==> src/rtl/loader_pkg.sv <==
// Shared constants, state encoding and state-decode helpers for the instruction loader.
// LOADER_CHECKSUM_EN adds the RECV_CSUM state used by the optional checksum trailer.
package loader_pkg;

    localparam int unsigned IM_DEPTH       = 32;
    localparam int unsigned BYTE_W         = 8;
    localparam int unsigned BYTES_PER_WORD = 2;
    localparam int unsigned IM_WORD_W      = BYTES_PER_WORD * BYTE_W;
    localparam int unsigned ADDR_W         = $clog2(IM_DEPTH);
    localparam int unsigned CNT_W          = ADDR_W + 1;

    localparam logic [IM_WORD_W-1:0] HALT_WORD = 16'hFFFF;
    localparam logic [ADDR_W-1:0]    LAST_ADDR = ADDR_W'(IM_DEPTH - 1);

    typedef enum logic [2:0] {
        IDLE      = 3'd0,
        RECV_HI   = 3'd1,
        RECV_LO   = 3'd2,
        WRITE     = 3'd3,
`ifdef LOADER_CHECKSUM_EN
        RECV_CSUM = 3'd4,
`endif
        DONE      = 3'd5
    } loader_state_e;

    // States in which the loader offers byte_ready to the source.
    function automatic logic takes_bytes(input loader_state_e s);
`ifdef LOADER_CHECKSUM_EN
        return (s == RECV_HI) || (s == RECV_LO) || (s == RECV_CSUM);
`else
        return (s == RECV_HI) || (s == RECV_LO);
`endif
    endfunction

    function automatic logic is_busy(input loader_state_e s);
        return (s != IDLE) && (s != DONE);
    endfunction

endpackage

==> src/rtl/instruction_loader_if.sv <==
// Byte-stream input, instruction-memory write port and core-control status of the loader.
interface instruction_loader_if;
    import loader_pkg::*;

    logic                 start;
    logic                 byte_valid;
    logic [BYTE_W-1:0]    byte_data;
    logic                 byte_ready;
    logic                 im_we;
    logic [ADDR_W-1:0]    im_waddr;
    logic [IM_WORD_W-1:0] im_wdata;
    logic                 busy;
    logic                 done;
    logic                 cpu_hold;
    logic [CNT_W-1:0]     word_count;
    logic                 checksum_err;

    modport master (
        output start, byte_valid, byte_data,
        input  byte_ready, im_we, im_waddr, im_wdata,
        input  busy, done, cpu_hold, word_count, checksum_err
    );

    modport slave (
        input  start, byte_valid, byte_data,
        output byte_ready, im_we, im_waddr, im_wdata,
        output busy, done, cpu_hold, word_count, checksum_err
    );

endinterface

==> src/rtl/byte_packer.sv <==
// Packs two accepted bytes into one instruction word, high byte first.
module byte_packer
    import loader_pkg::*;
(
    input  logic                 clk,
    input  logic                 reset,
    input  logic                 clear_i,
    input  logic                 byte_en_i,
    input  logic [BYTE_W-1:0]    byte_i,
    output logic [IM_WORD_W-1:0] word_o,
    output logic                 word_ready_c_o
);

    logic                 lo_phase_q;
    logic [IM_WORD_W-1:0] word_q;

    always_ff @(posedge clk) begin
        if (reset) begin
            lo_phase_q <= 1'b0;
            word_q     <= '0;
        end else if (clear_i) begin
            lo_phase_q <= 1'b0;
        end else if (byte_en_i) begin
            if (lo_phase_q) begin
                word_q[BYTE_W-1:0] <= byte_i;
            end else begin
                word_q[IM_WORD_W-1:BYTE_W] <= byte_i;
            end
            lo_phase_q <= ~lo_phase_q;
        end
    end

    assign word_o         = word_q;
    // Second byte of the pair is being accepted this cycle.
    assign word_ready_c_o = byte_en_i && lo_phase_q;

endmodule

==> src/rtl/instruction_loader.sv <==
// Fills the instruction memory from a byte stream, holding the core until the load completes.
// LOADER_CHECKSUM_EN adds an XOR checksum trailer byte checked after the final word.
module instruction_loader
    import loader_pkg::*;
(
    input  logic                 clk,
    input  logic                 reset,
    instruction_loader_if.slave  bus
);

    loader_state_e        state_q, state_d;
    logic [ADDR_W-1:0]    waddr_q, waddr_d;
    logic [CNT_W-1:0]     count_q, count_d;
    logic                 ready_q, ready_d;
    logic                 we_q, we_d;
    logic                 busy_q, busy_d;
    logic                 done_q, done_d;
    logic                 hold_q, hold_d;
    logic                 restart_c;
    logic                 xfer_c;
    logic                 pack_en_c;
    logic                 word_ready_c;
    logic [IM_WORD_W-1:0] wdata;

`ifdef LOADER_CHECKSUM_EN
    logic [BYTE_W-1:0]    csum_q, csum_d;
    logic                 csum_err_q, csum_err_d;
`endif

    assign xfer_c    = bus.byte_valid && ready_q;
    assign pack_en_c = xfer_c && ((state_q == RECV_HI) || (state_q == RECV_LO));

    byte_packer u_packer (
        .clk            (clk),
        .reset          (reset),
        .clear_i        (restart_c),
        .byte_en_i      (pack_en_c),
        .byte_i         (bus.byte_data),
        .word_o         (wdata),
        .word_ready_c_o (word_ready_c)
    );

    // Next state; outputs are decoded from the next state so they register alongside it.
    always_comb begin
        state_d   = state_q;
        waddr_d   = waddr_q;
        count_d   = count_q;
        restart_c = 1'b0;
`ifdef LOADER_CHECKSUM_EN
        csum_d     = csum_q;
        csum_err_d = csum_err_q;
`endif

        unique case (state_q)
            IDLE, DONE: begin
                if (bus.start) begin
                    state_d   = RECV_HI;
                    waddr_d   = '0;
                    count_d   = '0;
                    restart_c = 1'b1;
`ifdef LOADER_CHECKSUM_EN
                    csum_d     = '0;
                    csum_err_d = 1'b0;
`endif
                end
            end
            RECV_HI: begin
                if (xfer_c) state_d = RECV_LO;
            end
            RECV_LO: begin
                if (word_ready_c) state_d = WRITE;
            end
            WRITE: begin
                count_d = count_q + CNT_W'(1);
                if ((wdata == HALT_WORD) || (waddr_q == LAST_ADDR)) begin
`ifdef LOADER_CHECKSUM_EN
                    state_d = RECV_CSUM;
`else
                    state_d = DONE;
`endif
                end else begin
                    waddr_d = waddr_q + ADDR_W'(1);
                    state_d = RECV_HI;
                end
            end
`ifdef LOADER_CHECKSUM_EN
            RECV_CSUM: begin
                if (xfer_c) begin
                    if (bus.byte_data != csum_q) csum_err_d = 1'b1;
                    state_d = DONE;
                end
            end
`endif
            default: state_d = IDLE;
        endcase

`ifdef LOADER_CHECKSUM_EN
        if (pack_en_c) csum_d = csum_q ^ bus.byte_data;
`endif

        ready_d = takes_bytes(state_d);
        we_d    = (state_d == WRITE);
        busy_d  = is_busy(state_d);
        done_d  = (state_d == DONE);
        hold_d  = (state_d != DONE);
    end

    always_ff @(posedge clk) begin
        if (reset) begin
            state_q <= IDLE;
            waddr_q <= '0;
            count_q <= '0;
            ready_q <= 1'b0;
            we_q    <= 1'b0;
            busy_q  <= 1'b0;
            done_q  <= 1'b0;
            hold_q  <= 1'b1;
        end else begin
            state_q <= state_d;
            waddr_q <= waddr_d;
            count_q <= count_d;
            ready_q <= ready_d;
            we_q    <= we_d;
            busy_q  <= busy_d;
            done_q  <= done_d;
            hold_q  <= hold_d;
        end
    end

`ifdef LOADER_CHECKSUM_EN
    always_ff @(posedge clk) begin
        if (reset) begin
            csum_q     <= '0;
            csum_err_q <= 1'b0;
        end else begin
            csum_q     <= csum_d;
            csum_err_q <= csum_err_d;
        end
    end

    assign bus.checksum_err = csum_err_q;
`else
    assign bus.checksum_err = 1'b0;
`endif

    assign bus.byte_ready = ready_q;
    assign bus.im_we      = we_q;
    assign bus.im_waddr   = waddr_q;
    assign bus.im_wdata   = wdata;
    assign bus.busy       = busy_q;
    assign bus.done       = done_q;
    assign bus.cpu_hold   = hold_q;
    assign bus.word_count = count_q;

endmodule

==> src/flat_wrapper.sv <==
// flat-port wrapper written by rule: the top's interface ports become plain ports
module instruction_loader_flat import loader_pkg::*;
  (clk, reset, bus_start, bus_byte_valid, bus_byte_data, bus_byte_ready, bus_im_we, bus_im_waddr, bus_im_wdata, bus_busy, bus_done, bus_cpu_hold, bus_word_count, bus_checksum_err);
  instruction_loader_if bus_i ();
  input  logic clk;
  input  logic reset;
  input wire logic [$bits(bus_i.start)-1:0] bus_start;
  input wire logic [$bits(bus_i.byte_valid)-1:0] bus_byte_valid;
  input wire logic [$bits(bus_i.byte_data)-1:0] bus_byte_data;
  output wire logic [$bits(bus_i.byte_ready)-1:0] bus_byte_ready;
  output wire logic [$bits(bus_i.im_we)-1:0] bus_im_we;
  output wire logic [$bits(bus_i.im_waddr)-1:0] bus_im_waddr;
  output wire logic [$bits(bus_i.im_wdata)-1:0] bus_im_wdata;
  output wire logic [$bits(bus_i.busy)-1:0] bus_busy;
  output wire logic [$bits(bus_i.done)-1:0] bus_done;
  output wire logic [$bits(bus_i.cpu_hold)-1:0] bus_cpu_hold;
  output wire logic [$bits(bus_i.word_count)-1:0] bus_word_count;
  output wire logic [$bits(bus_i.checksum_err)-1:0] bus_checksum_err;
  assign bus_i.start = bus_start;
  assign bus_i.byte_valid = bus_byte_valid;
  assign bus_i.byte_data = bus_byte_data;
  assign bus_byte_ready = bus_i.byte_ready;
  assign bus_im_we = bus_i.im_we;
  assign bus_im_waddr = bus_i.im_waddr;
  assign bus_im_wdata = bus_i.im_wdata;
  assign bus_busy = bus_i.busy;
  assign bus_done = bus_i.done;
  assign bus_cpu_hold = bus_i.cpu_hold;
  assign bus_word_count = bus_i.word_count;
  assign bus_checksum_err = bus_i.checksum_err;
  instruction_loader u_core (.clk(clk), .reset(reset), .bus(bus_i));
endmodule
==> config.mk <==
export PLATFORM = sky130hd
export DESIGN_NAME = instruction_loader_flat
export DESIGN_NICKNAME = d
export VERILOG_FILES = /design/src/rtl/loader_pkg.sv /design/src/rtl/instruction_loader_if.sv /design/src/rtl/byte_packer.sv /design/src/rtl/instruction_loader.sv /design/src/flat_wrapper.sv
export SDC_FILE = /design/constraint.sdc
export NUM_CORES = 1
export LEC_CHECK = 0
export CAP_MARGIN = 20
export CORE_MARGIN = 2
export CORE_UTILIZATION = 40
export CTS_BUF_LIST = sky130_fd_sc_hd__clkbuf_8
export DETAILED_ROUTE_END_ITERATION = 8
export DONT_BUFFER_PORTS = 1
export PLACE_DENSITY = 0.58
export SLEW_MARGIN = 25
export SYNTH_ARGS = -nofsm -noshare
export SYNTH_HDL_FRONTEND = slang
export SYNTH_SLANG_ARGS = --single-unit
==> constraint.sdc <==
create_clock -name clk -period 2.6 [get_ports clk]
set_input_delay 0.52 -clock clk [delete_from_list [all_inputs] [get_ports clk]]
set_output_delay 0.52 -clock clk [all_outputs]
set_load 0.05 [all_outputs]
======== After elaboration in Yosys (flattened, before gate mapping) ========
Index checks and enable logic that the tools add are counted.
storage, ports and cells
  input port bits ......................... 12
  output and inout port bits .............. 33
  register bits after elaboration ......... 36
operators by class
  bitwise gates (word level) .............. 2
  add/subtract/negate cells ............... 2
  mux-type cells .......................... 12
  equal/unequal tests ..................... 13
  reductions and logical operators ........ 16
operator list
  cell                                                                    number
  16-bit equality test (second input constant)                            1
  3-bit by 2-bit equality test with 1-bit output (second input constant)  4
  3-bit 2-to-1 mux                                                        4
  3-bit case mux with 4 select lines                                      1
  6-bit case mux with 2 select lines                                      1
  5-bit 2-to-1 mux                                                        2
  5-bit case mux with 2 select lines                                      1
  3-bit AND reduction                                                     3
  6-bit by 1-bit adder with 6-bit output (second input constant)          1
  3-bit by 1-bit equality test with 1-bit output (second input constant)  2
  3-bit equality test (second input constant)                             2
  6-bit 2-to-1 mux                                                        1
  5-bit by 1-bit adder with 5-bit output (second input constant)          1
  5-bit equality test (second input constant)                             1
  1-bit logical AND                                                       4
  2-bit inequality test (second input constant)                           2
  2-bit OR reduction                                                      2
  3-bit zero test                                                         1
  1-bit logical OR                                                        3
  3-bit inequality test (second input constant)                           1
  3-bit nonzero test                                                      1
  1-bit 2-to-1 mux                                                        2
  1-bit inverter                                                          2
  2-bit AND reduction                                                     1
  2-bit nonzero test                                                      1

======== Depth between registers and ports, before layout ========
Gate-level depths: netlist (run 1).
  depth in word-level cells ............... 8
  depth in mapped cells ................... 7
  gate-level depth less buffers ........... 7

======== Hierarchy ========
Synthesis (run 1) repeated with hierarchy kept, for this count alone.
second synthesis, totals
  cells, all modules ...................... 174
  area, all modules ....................... 1696.6 um2
by module, submodules not included
  module              cells each  times used  area an instance (um2)  seq. area each (um2)
  instruction_loader  108         1           982.2                   380.4
  byte_packer         66          1           714.4                   340.3

======== Least setup slack after synthesis (run 1) ========
Ideal clock, no wire load.
  path kind ............................... flip-flop to flip-flop
  start ................................... register u_core.waddr_q[0] (netlist: u_core.bus.im_waddr[0])
  end ..................................... register u_core.waddr_q[3] (netlist: u_core.bus.im_waddr[3])
  setup time .............................. 0.070 ns
  path slack .............................. 0.483 ns
  cell stages (with the launch flop) ...... 8
  arrival ................................. 2.047 ns
  clock period less this slack ............ 2.117 ns
  required time ........................... 2.530 ns
  cell sequence ........................... dfxtp_1 > ha_1 > and3_1 > ha_1 > and4bb_4 > o41ai_4 > or3_1 > a21oi_1
between the ends
  word-level cells in the longest chain between the ends .. 4
ends and longest elaborated chain
  element                                                                                         RTL line                   RTL
  from (decl)                                                                                     instruction_loader.sv:12   logic [ADDR_W-1:0] waddr_q, waddr_d;
  from (signal assigned)                                                                          instruction_loader.sv:120  waddr_q <= waddr_d;
  parallel branches: the longest is 4 deep, another holds 5-bit by 1-bit adder with 5-bit output  --
Several ways; the timed one is not identified. The select of a mux whose other input is x is not followed.
A chain may end at the register's enable or synchronous reset.

======== Worst setup path after layout (run 1) ========
  start ................................... register u_core.waddr_q[3] (netlist: u_core.bus.im_waddr[3])
  end ..................................... register u_core.waddr_q[3] (netlist: u_core.bus.im_waddr[3])
Same word-level chain as after synthesis.

==> metrics, run 1 <==
commonest register cell after synthesis dfxtp_1; run status finished clean; final cycle utilization of the critical path 76.5%; critical path cell sequence and3_1 > ha_1 > and4bb_4 > o41ai_4 > or3_1 > a21oi_1; transition time at the pin with the least slew margin 0.611 ns; layout overhead on the synthesized area 14.6%; count of buffers added by post-CTS timing repair for setup 0; CP Data Required Time 2.82 ns; area of the mapped netlist 1610 um^2; highest clock rate 503 MHz; setup repair after global routing missed its margin no; starting density of the core 40.9%; detailed placement HPWL 2480 um; M3 GR Usage 6.00%; CTS Root Buffer Type clkbuf_8; library cell contributing the largest single delay on the critical path dfxtp_1; endpoints failing setup 0; most used routing layer met2; pin count of the biggest net entering global routing 25; total non-filler cell area in the finished layout 1850 um^2; Global Route met2 Usage 27.2%; CP Launch Type flip-flop; min Tclk post-route 1.99 ns; multi-input combinational cell area 815 um^2; sequential cell area in the final layout 721 um^2; Worst Slack Setup Final 0.610 ns; Post-Place Cells 223; CTS tree yes; Finished Layout Cells 231; clock transition at the registers of the reported paths 0.07 ns; worst-case headroom to the max-slew limit 59.2%; count of different cell masters after synthesis 45; global-route wire length before repair 5930 um; area of placed instances 1750 um^2; setup slack after placement 0.618 ns; Core Box Area 3940 um^2; global routing met1 resource utilization 21.6%; number of fill cells 373; gp weighted congestion 0.772; Die X 67.5 um; total buffers and inverters traversed by the critical path 0; antenna violations before repair 0; cell area power density 585 nW/um^2; Resized cells post-CTS 0; dominant cell type by area after synthesis dfxtp_1; clock network latency to the later pin of the worst-skew pair 0.29 ns; net count of the mapped netlist 178; area of the die 4560 um^2; GR Util All Layers 17.3%; Critical Path Source u_core.bus.im_waddr[3]$_SDFFE_PP0P_; path type of the worst setup path flip-flop to flip-flop; Pre-Repair DR Iteration Count 4; total count of max-transition violations in the final report 0; final wirelength 3410 um; standard-cell rows 23; Data arrival, critical path 2.21 ns; Critical Path Sink Type flip-flop; P_leak 0.756 nW; Final nets 195; via count of the first global-routing pass 1241; via count normalized by instance count 5.31; top cells by area, synth dfxtp_1 (45%), mux2i_1 (9.9%), nor2_1 (4.9%); maximum clock insertion buffer count 2; remaining routing DRC violations 0; Seq/Total Area, Yosys 44.7%; Hold Startpoint reset; fraction of registers with async set or reset after synthesis 0%; top cell type's share of synthesized area 44.7%; share of layout cells above drive strength 1 19.9%; overall power 1.08 mW; vias 1227; EDFF count, synth 0; routed wirelength normalized by instance count 14.7 um; Synth Instances 163; synthesized area divided by synthesized cell count 9.90 um^2; Clock Skews 0.00371 ns; count of buffers from port buffering 0; VDD IR-drop max 0.325 mV; die height 67.5 um; largest fanout on the critical path 7; Overflow after GRT 0; initial detailed-routing violation count 61; hold_buf cts 0; start of the worst register-to-register path u_core.bus.im_waddr[3]$_SDFFE_PP0P_; count of yosys warnings during synthesis 0; Inserted Clock Buffers 5; cell type group with the largest total delay on the critical path simple AND/OR/NAND/NOR gates; Ant. Diodes 0; CTS H-tree lvls 2; number of hold violations in the final report 0; Setup Total Neg Slack 0 ns; crit-path max cell delay 0.49 ns; clk sinks 36; total of flip-flops plus latches after synthesis 36; number of violations of the max-capacitance limit 0; final antenna-violating net count 0; type of the tightest min-delay check input pin to flip-flop; number of top-level design ports 45
==> cell families after synthesis <==
group	Yosys count	share of synthesized area, %
AO/OA/AOI/OAI	25	12.2
XOR/XNOR	5	2.71
adder cells (fa/ha/maj)	3	2.33
buffers and inverters	12	4.88
flip-flops	36	44.7
multiplexers	16	9.92
other	1	0.232
AND/OR/NAND/NOR	65	23.1
==> worst paths after layout <==
path / cells past startpoint / slack [ns] / end
worst max register to register: 6 / 0.61 / u_core.bus.im_waddr[3]$_SDFFE_PP0P_
worst min register to register: 3 / 0.59 / u_core.bus.byte_ready$_SDFF_PP0_
worst min-delay path: 1 / 0.30 / u_core.bus.word_count[5]$_SDFFE_PP0P_
worst max-delay path: 6 / 0.61 / u_core.bus.im_waddr[3]$_SDFFE_PP0P_
==> registers in the layout (all words and copies together) (netlist names) <==
name and flops:
u_core.bus.done 1, u_core.bus.busy 1, u_core.state_q 3, u_core.bus.byte_ready 1, u_core.bus.word_count 6, u_core.bus.im_waddr 5
u_core.bus.cpu_hold 1, u_core.bus.im_we 1, u_core.u_packer.lo_phase_q 1, u_core.u_packer.word_o 16
==> layout make-up <==
type | instances | share of cell area [%]
clock buffers | 6 | 4.47
flip-flops and latches | 36 | 39.0
well taps | 50 | 3.38
inverters | 3 | 0.609
repair buffers | 19 | 7.71
multi-input cells | 115 | 44.0
clock inverters | 2 | 0.812
==> per-layer routing <==
metal  vias up  wire [um]
met2        31       1680
met3         4        219
met5         -          0
met4         0         30
met1       583       1480
li1        609          -
==> synth_stat cells, types with 2 or more instances <==
| cell | number |
|---|---|
| nand2_1 | 9 |
| buf_6 | 3 |
| and3b_1 | 2 |
| nand4_1 | 5 |
| a21oi_1 | 9 |
| nand3_1 | 6 |
| xnor2_1 | 2 |
| and2_1 | 2 |
| and3_1 | 2 |
| buf_4 | 3 |
| nor2_1 | 21 |
| ha_1 | 3 |
| mux2i_1 | 16 |
| xor2_1 | 3 |
| or3_1 | 2 |
| nand3b_1 | 4 |
| dfxtp_1 | 36 |
| clkbuf_1 | 3 |
| inv_1 | 3 |
| o21ai_0 | 4 |
==> where the power goes <==
group / total [mW] / internal [mW] / switching [mW]
registers: 0.579 / 0.561 / 0.0182
clock network: 0.424 / 0.215 / 0.210
logic: 0.0788 / 0.0273 / 0.0515
==> through the flow <==
stage | hold WS [ns] | util [%]
after floorplan | 0.506 | -
after global placement | 0.563 | 44.4
after detailed placement | 0.568 | 44.4
after CTS | 0.286 | 46.9
after global routing | 0.279 | 46.9
final | 0.297 | 46.9
==> cells in the final DEF, fill, tap and decap left out, types with 2 or more instances in the layout <==
master / instances
clkbuf_8: 6
mux2i_1: 16
a21oi_1: 9
or3_1: 2
and2_1: 2
dfxtp_1: 36
o21ai_0: 4
nand3b_1: 4
xnor2_1: 2
nand3_1: 6
nor2_1: 21
and3_1: 2
nand2_1: 9
ha_1: 3
nand4_1: 5
clkinvlp_4: 2
inv_1: 3
and3b_1: 2
buf_4: 19
xor2_1: 3
==> worst register-to-register path, cell delays in order, from the launching register on <==
cell and delay (ns):
dfxtp_1 0.49, and3_1 0.27, ha_1 0.18, and4bb_4 0.36
o41ai_4 0.12, or3_1 0.36, a21oi_1 0.13
(Power assumes the default switching activity.)
==> inputs of run 2 (changes only) <==
PLACE_DENSITY = 0.6   (was 0.58)
clock period = 1.6 ns   (was 2.6 ns; I/O delays follow)
==> metrics, run 2 (same netlist as run 1, synthesis figures left out) <==
starting density of the core 40.9% (unchanged); clock network latency to the later pin of the worst-skew pair 0.29 ns (about the same); via count normalized by instance count 5.24 (-1.3%); maximum clock insertion buffer count 2 (unchanged); Pre-Repair DR Iteration Count 4 (unchanged); Core Box Area 3940 um^2 (unchanged); clk sinks 36 (unchanged); Ant. Diodes 0 (unchanged); via count of the first global-routing pass 1369 (+10%); sequential cell area in the final layout 752 um^2 (+4.3%); Worst Hold Depth 1 (unchanged); overall power 1.89 mW (+74%); critical path cell sequence ha_4 > and3_4 > ha_4 > and4bb_4 > o41ai_4 > or3_4 > a21oi_2; CTS tree yes; standard-cell rows 23 (unchanged); share of layout cells above drive strength 1 44.8% (+25 points); cell type group with the largest total delay on the critical path simple AND/OR/NAND/NOR gates; Setup Total Neg Slack -0.627 ns (-0.627 ns); library cell contributing the largest single delay on the critical path dfxtp_4; number of violations of the max-capacitance limit 0 (unchanged); run status complete, but fails checks; GR Util All Layers 18.5% (+1.1 points); VDD IR-drop max 0.604 mV (+86%); Most Frequent Cell on Critical Path ha_4; layout overhead on the synthesized area 33.7%; depth of the worst register-to-register path 7 (+1); antenna violations before repair 0 (unchanged); area of the die 4560 um^2 (unchanged); Finished Layout Cells 253 (+9.5%); setup slack of the most critical reg-to-reg path -0.18 ns (-0.79 ns); Final nets 217 (+11%); gp weighted congestion 0.728 (-5.7%); Hold Startpoint reset; Inserted Clock Buffers 5 (unchanged); multi-input combinational cell area 905 um^2 (+11%); final core utilization 54.7% (+7.8 points); crit-path max cell delay 0.36 ns (-0.13 ns); Die X 67.5 um (unchanged); Data arrival, critical path 2.00 ns (-0.21 ns); start of the worst register-to-register path u_core.bus.im_waddr[1]$_SDFFE_PP0P_; commonest non-fill, non-tap cell in the layout buf_4; CP Data Required Time 1.82 ns (-1.00 ns); vias 1326 (+8.1%); hold endpoint u_core.bus.im_waddr[1]$_SDFFE_PP0P_; pin count of the biggest net entering global routing 25 (unchanged); CTS H-tree lvls 2 (unchanged); CTS Root Buffer Type clkbuf_8; endpoints failing setup 5 (+5); final cycle utilization of the critical path 111% (+35 points); capture point of the worst reg-to-reg path u_core.bus.im_waddr[2]$_SDFFE_PP0P_; routed wirelength normalized by instance count 14.8 um (+0.53%); Post-Place Cells 242 (+8.5%); Hold Worst Slack 0.0907 ns (-0.206 ns); clock transition at the registers of the reported paths 0.07 ns (about the same); remaining routing DRC violations 0 (unchanged); number of fill cells 345 (-7.5%); highest clock rate 561 MHz (+12%); min Tclk post-route 1.78 ns (-0.208 ns); count of buffers from port buffering 0 (unchanged); detailed placement HPWL 2750 um (+11%); path type of the worst setup path flip-flop to flip-flop; violated checks setup timing; CP Launch Type flip-flop; global-route wire length before repair 6070 um (+2.2%); total count of max-transition violations in the final report 0 (unchanged); final antenna-violating net count 0 (unchanged); P_leak 0.897 nW (+19%); Overflow after GRT 0 (unchanged); cell area power density 874 nW/um^2 (+49%); Critical Path Sink Type flip-flop; setup repair after global routing missed its margin yes; largest fanout on the critical path 4 (-3); Worst Slack Setup Final -0.182 ns (-0.792 ns); initial detailed-routing violation count 44 (-28%); total buffers and inverters traversed by the critical path 0 (unchanged); max reg flops 16 (unchanged); number of top-level design ports 45 (unchanged); number of hold violations in the final report 0 (unchanged); type of the tightest min-delay check input pin to flip-flop; die height 67.5 um (unchanged); hold_buf cts 0 (unchanged); top library cells by usage in the layout, fill and taps aside buf_4 (40), nor2_1 (21), dfxtp_2 (19); final wirelength 3750 um (+10%); Clock Skews 0.00940 ns (+0.00569 ns); Critical Path Stages 7 (+1)
==> run 2: cell count changes in the layout (fill, tap and decap cells not counted), sizes merged <==
cell and change:
buf +22, clkinvlp -2, clkbuf -1, clkinv +1, bufinv +1, inv +1
==> run 2: how the worst max path moves through the flow <==
stage / start / endpoint / slack (ns)
floorplan: u_core.bus.im_waddr[1]$_SDFFE_PP0P_ / u_core.bus.im_waddr[2]$_SDFFE_PP0P_ / -0.22
global placement: u_core.bus.im_waddr[1]$_SDFFE_PP0P_ / u_core.bus.im_waddr[2]$_SDFFE_PP0P_ / -0.14
detailed placement: u_core.bus.im_waddr[1]$_SDFFE_PP0P_ / u_core.bus.im_waddr[2]$_SDFFE_PP0P_ / -0.19
CTS: u_core.bus.im_waddr[1]$_SDFFE_PP0P_ / u_core.bus.im_waddr[2]$_SDFFE_PP0P_ / -0.22
global route: u_core.bus.im_waddr[1]$_SDFFE_PP0P_ / u_core.bus.im_waddr[2]$_SDFFE_PP0P_ / -0.25
finish: u_core.bus.im_waddr[1]$_SDFFE_PP0P_ / u_core.bus.im_waddr[2]$_SDFFE_PP0P_ / -0.18
==> run 2: repair_timing <==
action / in CTS / in global routing
setup endpoints to repair: 6 / 25
gates resized for setup: 4 / 11
pin swaps: 7 / 4
cloned: 0 / 0
buffers inserted: 2 / 1
==> run 2: final cells by class <==
class | instances | share of cell area [%]
timing repair buffer | 41 | 14.8
clock buffer | 5 | 3.19
sequential | 36 | 34.8
multi-input combinational | 115 | 41.9
clock inverter | 3 | 1.80
tap | 50 | 2.90
inverter | 3 | 0.522
==> run 2: per-layer routing <==
layer | global-route usage, % | routed length, um | share of wire (%)
met1 | 20.3 | 1560 | 42
met4 | 9.44 | 94 | 2.5
met3 | 7.83 | 298 | 7.9
met5 | 0 | 0 | 0
met2 | 30.3 | 1790 | 48
==> run 2: stage by stage <==
step                      instance area, um^2  worst slack, ns
after floorplan                          1670           -0.220
after global placement                   1970           -0.144
after detailed placement                 1970           -0.195
after CTS                                2100           -0.222
after global routing                     2160           -0.253
final                                    2160           -0.182
==> run 2: power breakdown <==
| part | switching, mW | internal, mW | leakage [nW] |
|---|---|---|---|
| clock | 0.329 | 0.456 | 0.0593 |
| sequential | 0.0269 | 0.911 | 0.302 |
| combinational | 0.0977 | 0.0661 | 0.536 |
